[src/rtl/spi_slave_if.sv]
// SPI slave pin and parallel-side bundle.
// The master modport is the view of whoever drives the SPI pins and the tx side.
interface spi_slave_if #(
    parameter int unsigned bits_num = 8
) ();
    logic                sclk;
    logic                ss;
    logic                mosi;
    logic                miso;
    logic [bits_num-1:0] tx_data;
    logic                tx_load;
    logic [bits_num-1:0] rx_data;
    logic                rx_valid;
    logic                busy;
    logic                abort;

    modport slave (
        input  sclk, ss, mosi, tx_data, tx_load,
        output miso, rx_data, rx_valid, busy, abort
    );

    modport master (
        output sclk, ss, mosi, tx_data, tx_load,
        input  miso, rx_data, rx_valid, busy, abort
    );
endinterface

[src/rtl/spi_slave.sv]
// SPI slave endpoint: oversamples sclk/ss/mosi in the clk domain, deserialises
// mosi into rx_data and serialises the held tx word onto miso, MSB first.
module spi_slave #(
    parameter logic [1:0]  mode     = 2'b00,
    parameter int unsigned bits_num = 8
) (
    input  logic       clk,
    input  logic       reset,
    spi_slave_if.slave bus
);
    localparam int unsigned cnt_w = $clog2(bits_num) + 1;
    localparam logic        cpol  = mode[1];
    localparam logic        cpha  = mode[0];
    localparam logic [cnt_w-1:0] cnt_last = cnt_w'(bits_num - 1);

    typedef enum logic [1:0] {StIdle, StLoad, StShift} state_e;

    state_e state_q, state_d;

    logic sclk_meta, sclk_sync, sclk_prev;
    logic ss_meta, ss_sync, ss_prev;
    logic mosi_meta, mosi_sync;

    logic [cnt_w-1:0]    cnt_q, cnt_d;
    logic [bits_num-1:0] tx_shift_q, tx_shift_d;
    logic [bits_num-1:0] rx_shift_q, rx_shift_d;
    logic [bits_num-1:0] hold_q;
    logic [bits_num-1:0] rx_data_q;
    logic                miso_q, miso_d;
    logic                abort_q, abort_d;
    logic                done_q, done_d;
    logic                rx_valid_q;
    logic                busy_q;

    logic sclk_rise, sclk_fall, lead_edge, trail_edge, sample_edge, shift_edge, ss_fall;

    assign sclk_rise   = sclk_sync & ~sclk_prev;
    assign sclk_fall   = ~sclk_sync & sclk_prev;
    assign lead_edge   = cpol ? sclk_fall : sclk_rise;
    assign trail_edge  = cpol ? sclk_rise : sclk_fall;
    assign sample_edge = cpha ? trail_edge : lead_edge;
    assign shift_edge  = cpha ? lead_edge : trail_edge;
    assign ss_fall     = ss_prev & ~ss_sync;

    // Two-flop synchronisers plus one history stage for edge detection.
    // sclk resets to its idle level so release from reset creates no edge.
    always_ff @(posedge clk or negedge reset) begin
        if (!reset) begin
            sclk_meta <= cpol;
            sclk_sync <= cpol;
            sclk_prev <= cpol;
            ss_meta   <= 1'b1;
            ss_sync   <= 1'b1;
            ss_prev   <= 1'b1;
            mosi_meta <= 1'b0;
            mosi_sync <= 1'b0;
        end else begin
            sclk_meta <= bus.sclk;
            sclk_sync <= sclk_meta;
            sclk_prev <= sclk_sync;
            ss_meta   <= bus.ss;
            ss_sync   <= ss_meta;
            ss_prev   <= ss_sync;
            mosi_meta <= bus.mosi;
            mosi_sync <= mosi_meta;
        end
    end

    // Holding register: written any time, sampled only when a frame is loaded.
    always_ff @(posedge clk or negedge reset) begin
        if (!reset) begin
            hold_q <= '0;
        end else if (bus.tx_load) begin
            hold_q <= bus.tx_data;
        end
    end

    // FSM state, shift registers and registered outputs.
    always_ff @(posedge clk or negedge reset) begin
        if (!reset) begin
            state_q    <= StIdle;
            cnt_q      <= '0;
            tx_shift_q <= '0;
            rx_shift_q <= '0;
            rx_data_q  <= '0;
            miso_q     <= 1'b0;
            abort_q    <= 1'b0;
            done_q     <= 1'b0;
            rx_valid_q <= 1'b0;
            busy_q     <= 1'b0;
        end else begin
            state_q    <= state_d;
            cnt_q      <= cnt_d;
            tx_shift_q <= tx_shift_d;
            rx_shift_q <= rx_shift_d;
            miso_q     <= miso_d;
            abort_q    <= abort_d;
            done_q     <= done_d;
            rx_valid_q <= done_q;
            busy_q     <= ~ss_sync;
            if (done_q) begin
                rx_data_q <= rx_shift_q;
            end
        end
    end

    // Next-state logic: frame load, per-edge sample/shift, completion and abort.
    always_comb begin
        state_d    = state_q;
        cnt_d      = cnt_q;
        tx_shift_d = tx_shift_q;
        rx_shift_d = rx_shift_q;
        miso_d     = miso_q;
        abort_d    = 1'b0;
        done_d     = 1'b0;
        unique case (state_q)
            StIdle: begin
                miso_d = 1'b0;
                cnt_d  = '0;
                if (ss_fall) begin
                    state_d = StLoad;
                end
            end
            StLoad: begin
                if (ss_sync) begin
                    state_d = StIdle;
                    miso_d  = 1'b0;
                end else begin
                    tx_shift_d = hold_q;
                    miso_d     = hold_q[bits_num-1];
                    state_d    = StShift;
                end
            end
            StShift: begin
                // ss release wins over a coincident sample edge.
                if (ss_sync) begin
                    state_d = StIdle;
                    cnt_d   = '0;
                    miso_d  = 1'b0;
                    abort_d = (cnt_q != '0);
                end else begin
                    if (sample_edge) begin
                        rx_shift_d = {rx_shift_q[bits_num-2:0], mosi_sync};
                        if (cnt_q == cnt_last) begin
                            cnt_d   = '0;
                            done_d  = 1'b1;
                            state_d = StLoad;
                        end else begin
                            cnt_d = cnt_q + cnt_w'(1);
                        end
                    end
                    // With no bit sampled yet the MSB loaded in StLoad must stay
                    // on miso: covers the first CPHA=1 leading edge and the
                    // CPHA=0 trailing edge that closes the previous frame.
                    if (shift_edge && (cnt_q != '0)) begin
                        tx_shift_d = tx_shift_q << 1;
                        miso_d     = tx_shift_q[bits_num-2];
                    end
                end
            end
            default: begin
                state_d = StIdle;
            end
        endcase
    end

    assign bus.miso     = miso_q;
    assign bus.rx_data  = rx_data_q;
    assign bus.rx_valid = rx_valid_q;
    assign bus.busy     = busy_q;
    assign bus.abort    = abort_q;
endmodule

[src/flat_wrapper.sv]
// flat-port wrapper written by rule: the top's interface ports become plain ports
module spi_slave_flat 
#(
    parameter logic [1:0]  mode     = 2'b00,
    parameter int unsigned bits_num = 8
)
  (clk, reset, bus_sclk, bus_ss, bus_mosi, bus_tx_data, bus_tx_load, bus_miso, bus_rx_data, bus_rx_valid, bus_busy, bus_abort);
  spi_slave_if #(.bits_num(bits_num)) bus_i ();
  input  logic clk;
  input  logic reset;
  input wire logic [$bits(bus_i.sclk)-1:0] bus_sclk;
  input wire logic [$bits(bus_i.ss)-1:0] bus_ss;
  input wire logic [$bits(bus_i.mosi)-1:0] bus_mosi;
  input wire logic [$bits(bus_i.tx_data)-1:0] bus_tx_data;
  input wire logic [$bits(bus_i.tx_load)-1:0] bus_tx_load;
  output wire logic [$bits(bus_i.miso)-1:0] bus_miso;
  output wire logic [$bits(bus_i.rx_data)-1:0] bus_rx_data;
  output wire logic [$bits(bus_i.rx_valid)-1:0] bus_rx_valid;
  output wire logic [$bits(bus_i.busy)-1:0] bus_busy;
  output wire logic [$bits(bus_i.abort)-1:0] bus_abort;
  assign bus_i.sclk = bus_sclk;
  assign bus_i.ss = bus_ss;
  assign bus_i.mosi = bus_mosi;
  assign bus_i.tx_data = bus_tx_data;
  assign bus_i.tx_load = bus_tx_load;
  assign bus_miso = bus_i.miso;
  assign bus_rx_data = bus_i.rx_data;
  assign bus_rx_valid = bus_i.rx_valid;
  assign bus_busy = bus_i.busy;
  assign bus_abort = bus_i.abort;
  spi_slave #(.mode(mode), .bits_num(bits_num)) u_core (.clk(clk), .reset(reset), .bus(bus_i));
endmodule
[config.mk]
export PLATFORM = sky130hd
export DESIGN_NAME = spi_slave_flat
export DESIGN_NICKNAME = d
export VERILOG_FILES = /design/src/rtl/spi_slave_if.sv /design/src/rtl/spi_slave.sv /design/src/flat_wrapper.sv
export SDC_FILE = /design/constraint.sdc
export NUM_CORES = 1
export LEC_CHECK = 0
export CORE_MARGIN = 1.5
export CORE_UTILIZATION = 45
export CTS_CLUSTER_DIAMETER = 80
export DETAILED_ROUTE_END_ITERATION = 7
export PLACE_DENSITY = 0.79
export SYNTH_ARGS = -nofsm -noshare
export SYNTH_HDL_FRONTEND = slang
export SYNTH_SLANG_ARGS = --single-unit
[constraint.sdc]
create_clock -name clk -period 2.49 [get_ports clk]
set_clock_uncertainty 0.2 [all_clocks]
set_input_delay 0.3735 -clock clk [delete_from_list [all_inputs] [get_ports clk]]
set_output_delay 0.3735 -clock clk [all_outputs]
set_load 0.01 [all_outputs]
==> reports/qor.csv, run 1 <==
metric;value;unit
Slew HR;73.2;%
Hold Violations, Final;0;
dpl cells;235;
Max clock buf depth;2;
layout filler cell count;345;
drt pass-1 iters;4;
critical path arrival;2.04;ns
Final nets;211;
Worst VDD drop;0.411;mV
syn_area_per_cell;13.0;um^2
RSZ-0062 raised after global routing;false;
Inserted Diodes;0;
static leakage;1.13;nW
CTS buffer count;5;
final period utilization;82.2;%
CTS resizes;0;
CP peak stage delay;0.41;ns
CTS tree;done;
TNS Setup;0;ns
Worst Reg2Reg Path Length in Cells;7;
die width;71.3;um
PD cells;815;nW/um^2
worst-margin pin slew;0.400;ns
RePlAce Congestion;0.877;
Worst-path clk slew;0.09;ns
WL final;3580;um
Worst path depth;7;
detailed-route via count;1298;
synthesized cell area;2100;um^2
Starting DRT DRC Count;94;
initial core utilization;47.5;%
largest net degree at the start of global routing;21;
cell area after layout;2520;um^2
final setup vio count;0;
Root Buffer;clkbuf_8;
H-Tree Depth;2;
Synth area leaders;dfrtp_1 (56%), mux2_2 (13%), dfstp_2 (3.8%), ha_1 (3.6%), mux2i_1 (2.9%);
crit path launch;u_core.state_q[0];
Seq/Total Area, Yosys;59.8;%
CORE AREA;4410;um^2
Max stage delay cell, worst path;dfrtp_1;
status;finished, final reports clean;
CP top delay family;buffers and inverters;
vias in the first global route;1396;
post-layout util;57.1;%
CP max FO;16;
die area;5080;um^2
post-synthesis cell count;161;
Fmax;488;MHz
register bit total from synthesis;50;
crit path buf inv count;3;
die height;71.3;um
IO buf count;25;
Tmin final;2.05;ns
Netlist cell types;35;
gr usage total;16.1;%
Total Power;2.06;mW
CP Class;reg -> reg;
worst r2r src;u_core.state_q[0];
P&R area growth vs syn;20.2;%
layout cell share with drive strength beyond 1;24.5;%
leading area contributor after synthesis;dfrtp_1;
max-slew violations;0;
worst skew pair latency;0.30;ns
critical path cell sequence;inv_1, ha_1, buf_4, nand2b_1, nor2_1, buf_4, mux2_2;
WL/cell;14.7;um
crit end category;register;
number of max-cap violations;0;
I/O pins;26;
Detail Route Antenna Nets;0;
R2R Setup Slk;0.44;ns
reg2reg end;u_core.rx_shift_q[1];
DRC viols;0;
final std cells w/o fill;244;
grt total ovfl;0;
type of the most critical hold path;reg -> reg;
setup ws final;0.442;ns
Worst setup endpoint;u_core.rx_shift_q[1];
Clock Sinks;50;
FP Rows;24;
initial antenna violation count;0;
Critical Path RT;2.48;ns
global-route wire length before repair;6460;um
Critical Path Most Common Cell;buf_4;
top-area cell type share of the netlist area;56.1;%
DP HPWL;2660;um
CP Launch Type;register;
Yosys Warn Count;0;
DR vias/cell;5.32;
Post-Place Setup Slack;0.454;ns
placed cell areas;2400;um^2
Syn Nets;181;
Final Hold Slack;0.154;ns
[metal layers]
layer / GRT usage [%] / vias up / part of all wire [%]
li1: - / 628 / -
met1: 20.8 / 629 / 44
met2: 25.0 / 30 / 49
met3: 4.36 / 11 / 3.5
met4: 8.60 / 0 / 3.4
met5: 0 / - / 0
[where the power goes]
| part | switching, mW | total, mW | internal [mW] |
|---|---|---|---|
| combinational | 0.257 | 0.495 | 0.238 |
| clock | 0.254 | 0.553 | 0.300 |
| sequential | 0.0797 | 1.01 | 0.927 |
[cells in the final DEF (no fill, tap or decap)]
| cell | netlist | routed |
|---|---|---|
| nand3b_1 | 1 | 1 |
| nand2b_1 | 5 | 5 |
| o31ai_1 | 1 | 1 |
| or3_2 | 1 | 1 |
| o32ai_1 | 1 | 1 |
| nor4_2 | 1 | 1 |
| and2_1 | 1 | 1 |
| nor2b_1 | 1 | 1 |
| ha_1 | 6 | 6 |
| or3b_1 | 1 | 1 |
| bufinv_16 | 0 | 1 |
| nand2_1 | 7 | 7 |
| nand3_1 | 1 | 1 |
| mux2_2 | 24 | 24 |
| a21boi_0 | 1 | 1 |
| nor2_1 | 3 | 3 |
| dlygate4sd3_1 | 0 | 1 |
| o21ai_0 | 7 | 7 |
| or2_2 | 4 | 4 |
| a21boi_1 | 1 | 1 |
| inv_1 | 7 | 7 |
| dfstp_2 | 3 | 3 |
| mux2_1 | 1 | 1 |
| clkbuf_8 | 0 | 5 |
| a22o_1 | 1 | 1 |
| buf_4 | 0 | 4 |
| o22ai_1 | 7 | 7 |
| buf_2 | 3 | 1 |
| and3_2 | 1 | 1 |
| clkbuf_1 | 3 | 1 |
| o21ba_2 | 1 | 1 |
| a2bb2oi_1 | 1 | 1 |
| clkinvlp_4 | 0 | 1 |
| a21oi_1 | 8 | 8 |
| and3b_1 | 1 | 1 |
| clkdlybuf4s50_1 | 0 | 24 |
| and3_1 | 2 | 2 |
| o2bb2ai_1 | 1 | 1 |
| dfrtp_1 | 47 | 47 |
| mux2i_1 | 6 | 6 |
[state kept, by name (all words and copies together) (netlist names), 2 cells and up]
signal / flops
u_core.tx_shift_q: 7
u_core.hold_q: 8
u_core.state_q: 2
u_core.cnt_q: 4
u_core.rx_shift_q: 8
u_core.bus.rx_data: 8
[cell usage after synthesis]
master,count
dfrtp_1,47
mux2_2,24
a21oi_1,8
inv_1,7
nand2_1,7
o21ai_0,7
o22ai_1,7
ha_1,6
mux2i_1,6
nand2b_1,5
or2_2,4
buf_2,3
clkbuf_1,3
dfstp_2,3
nor2_1,3
and3_1,2
a21boi_0,1
a21boi_1,1
a22o_1,1
a2bb2oi_1,1
and2_1,1
and3_2,1
and3b_1,1
buf_6,1
mux2_1,1
nand3_1,1
nand3b_1,1
nor2b_1,1
nor4_2,1
o21ba_2,1
o2bb2ai_1,1
o31ai_1,1
o32ai_1,1
or3_2,1
or3b_1,1
[worst register-to-register path: stages (launching register included)]
cell and delay, ns:
dfrtp_1 0.41, inv_1 0.12, ha_1 0.16, buf_4 0.19
nand2b_1 0.16, nor2_1 0.13, buf_4 0.19, mux2_2 0.36
[timing repair]
item                      4_1_cts  5_1_grt
hold buffers                    1        0
hold endpoints to repair        9        0
setup buffers                   0        0
[worst min-delay path by stage]
stage | startpoint | to | slack [ns] | cells past startpoint
final | u_core.sclk_meta | u_core.sclk_sync | 0.15 | 0
after global routing | u_core.ss_meta | u_core.ss_sync | 0.15 | 0
after CTS | u_core.ss_meta | u_core.ss_sync | 0.15 | 0
after detailed placement | reset | u_core.sclk_meta | 0.07 | 1
after global placement | reset | u_core.sclk_meta | 0.07 | 1
after floorplan | reset | u_core.bus.abort | -0.12 | 0
[cell type report]
type / instances / area [um^2] / share of cell area, %
multi-input cells: 97 / 779 / 30.9
flip-flops and latches: 50 / 1250 / 49.8
well taps: 52 / 65.1 / 2.58
clock buffers: 6 / 72.6 / 2.88
clock inverters: 2 / 37.5 / 1.49
repair buffers: 30 / 285 / 11.3
inverters: 7 / 26.3 / 1.04
[cell families after synthesis]
group | synth area share, %
AOI/OAI and AO/OA | 8.89
buffers and inverters | 3.04
adders and majority gates | 3.58
DFF | 59.8
and+or+nand+nor | 8.41
muxes | 16.3
Power figures use the tool's default switching activity.
==> inputs of run 2 (changes only) <==
--- a/config.mk
+++ b/config.mk
@@ -9,7 +9,7 @@
 export CORE_UTILIZATION = 45
 export CTS_CLUSTER_DIAMETER = 80
 export DETAILED_ROUTE_END_ITERATION = 7
-export PLACE_DENSITY = 0.79
+export PLACE_DENSITY = 0.81
 export SYNTH_ARGS = -nofsm -noshare
 export SYNTH_HDL_FRONTEND = slang
 export SYNTH_SLANG_ARGS = --single-unit
==> constraint.sdc (replaced) <==
create_clock -name clk -period 1.85 [get_ports clk]
set_clock_uncertainty 0.2 [all_clocks]
set_input_delay 0.2775 -clock clk [delete_from_list [all_inputs] [get_ports clk]]
set_output_delay 0.2775 -clock clk [all_outputs]
set_load 0.01 [all_outputs]
==> run 2 against run 1 <==
Flip-flop and latch count did not move. Register-to-register slack got worse by 0.42 ns. Utilization rose by 3.3 points. Die area stayed put. Global-route usage down 1.3 points. Critical endpoint is now u_core.tx_shift_q[5]. Largest cell class unchanged.
==> reports/qor.csv, run 2 (synthesis results as in run 1) <==
metric;value;unit;change
status;finished, final reports clean;;
CTS tree;done;;
placed cell areas;2480;um^2;+3.2%
commonest non-fill, non-tap cells in the layout;dfrtp_1 (47), mux2_2 (24), clkdlybuf4s50_1 (24), buf_4 (10);;
die area;5080;um^2;unchanged
RSZ-0062 raised after global routing;true;;
Reg power frac;46.1;%;-2.9 points
largest net degree at the start of global routing;51;;+140%
Worst VDD drop;0.596;mV;+45%
layout cell share with drive strength beyond 1;34.0;%;+9.5 points
layout filler cell count;337;;-2.3%
gr usage total;14.8;%;-1.3 points
WL/cell;14.4;um;-1.9%
cell area after layout;2670;um^2;+5.8%
die width;71.3;um;unchanged
DP HPWL;2400;um;-9.7%
Critical Path RT;1.84;ns;-0.64 ns
Inserted Diodes;0;;unchanged
crit end category;register;;
FP Rows;24;;unchanged
PD cells;1090;nW/um^2;+34%
number of max-cap violations;0;;unchanged
register area;1250;um^2;unchanged
net switching power;834;uW;+41%
Starting DRT DRC Count;72;;-23%
logic gate share of total power;27.9;%;+3.8 points
critical path arrival;1.82;ns;-0.22 ns
CTS buffer count;5;;unchanged
TNS Setup;0;ns;unchanged
Tmin final;1.83;ns;-0.220 ns
type of the most critical hold path;reg -> reg;;
worst-margin pin slew;0.373;ns;-0.0275 ns
I/O pins;26;;unchanged
DR vias/cell;5.31;;-0.27%
sw frac;28.6;%;-0.12 points
Hold Violations, Final;0;;unchanged
CP Class;reg -> reg;;
final period utilization;98.8;%;+17 points
drt pass-1 iters;4;;unchanged
Internal;2.08;mW;+42%
grt total ovfl;0;;unchanged
Final nets;219;;+3.8%
initial antenna violation count;0;;unchanged
CORE AREA;4410;um^2;unchanged
P&R area growth vs syn;27.1;%;
post-layout util;60.4;%;+3.3 points
IO buf count;25;;unchanged
Max clock buf depth;2;;unchanged
Clk network pwr share;26.0;%;-0.9 points
RePlAce Congestion;0.816;;-6.9%
worst skew pair latency;0.31;ns;about the same
Clock Sinks;50;;unchanged
detailed-route via count;1337;;+3.0%
vias in the first global route;1283;;-8.1%
global-route wire length before repair;5890;um;-8.9%
CP max FO;5;;-11
static leakage;1.19;nW;+5.0%
initial core utilization;47.5;%;unchanged
Fmax;547;MHz;+12%
dpl cells;242;;+3.0%
final setup vio count;0;;unchanged
CP Launch Type;register;;
commonest non-fill, non-tap cell in the layout;dfrtp_1;;
multi-input logic area;841;um^2;+7.9%
Slew HR;75.1;%;+1.8 points
max-slew violations;0;;unchanged
Detail Route Antenna Nets;0;;unchanged
DRC viols;0;;unchanged
Root Buffer;clkbuf_8;;
final std cells w/o fill;252;;+3.3%
Worst-path clk slew;0.09;ns;about the same
H-Tree Depth;2;;unchanged
WL final;3630;um;+1.3%
die height;71.3;um;unchanged
[run 2: changes by cell type in the layout (fill, tap and decap cells not counted), sizes merged]
cell and change:
buf +8
[run 2: cell type report]
type | count | share of cell area (%)
clock inverter | 2 | 1.41
multi-input combinational | 97 | 31.5
tap | 52 | 2.44
clock buffer | 6 | 2.72
timing repair buffer | 38 | 13.9
sequential | 50 | 47.0
inverter | 7 | 0.985
[run 2: worst paths after layout]
kind / end / cells past startpoint / startpoint / slack, ns
min: u_core.mosi_sync / 0 / u_core.mosi_meta / 0.16
max reg2reg: u_core.tx_shift_q[5] / 6 / u_core.cnt_q[1] / 0.02
min in group asynchronous: u_core.hold_q[6] / 3 / reset / 0.30
max: u_core.tx_shift_q[5] / 6 / u_core.cnt_q[1] / 0.02
min reg2reg: u_core.mosi_sync / 0 / u_core.mosi_meta / 0.16
max in group asynchronous: u_core.ss_sync / 3 / reset / 0.87
[run 2: power groups by stage]
| stage | Clock, mW | Sequential [mW] | Combinational (mW) |
|---|---|---|---|
| finish | 0.756 | 1.34 | 0.813 |
| global placement | 0 | 1.35 | 0.733 |
| global route | 0.803 | 1.36 | 0.885 |
| CTS | 0.764 | 1.34 | 0.764 |
| detailed placement | 0 | 1.36 | 0.754 |
| floorplan | 0 | 1.34 | 0.483 |
[run 2: routing by layer]
layer	wire length (um)	vias to the layer above	share of wire, %	global-route usage, %
met2	1700	19	47	20.8
met1	1760	668	48	22.0
li1	-	642	-	-
met4	82	0	2.3	5.66
met5	0	-	0	0
met3	97	8	2.7	4.22
[run 2: repair_timing]
| item | CTS | global route |
|---|---|---|
| pin swaps | 0 | 5 |
| endpoints found under the setup margin | 2 | 19 |
| gates resized for setup | 1 | 15 |
| hold buffers | 1 | 0 |
| endpoints found under the hold margin | 47 | 0 |
| buffers inserted | 0 | 1 |
[run 2: through the flow]
stage                     total power [mW]  setup slack, ns  hold WS (ns)
final                                 2.91           0.0223         0.156
after floorplan                       1.82           0.0322        -0.218
after CTS                             2.87         0.000672         0.157
after global placement                2.09           0.0816        0.0813
after detailed placement              2.11          0.00595        0.0857
after global routing                  3.05          -0.0718         0.163
[run 2: critical path, cell delays in order (launching register included)]
cell and delay, ns:
dfrtp_1 0.42, inv_2 0.08, ha_4 0.11, or3b_4 0.37
and3b_2 0.28, mux2i_1 0.17, a21oi_1 0.09
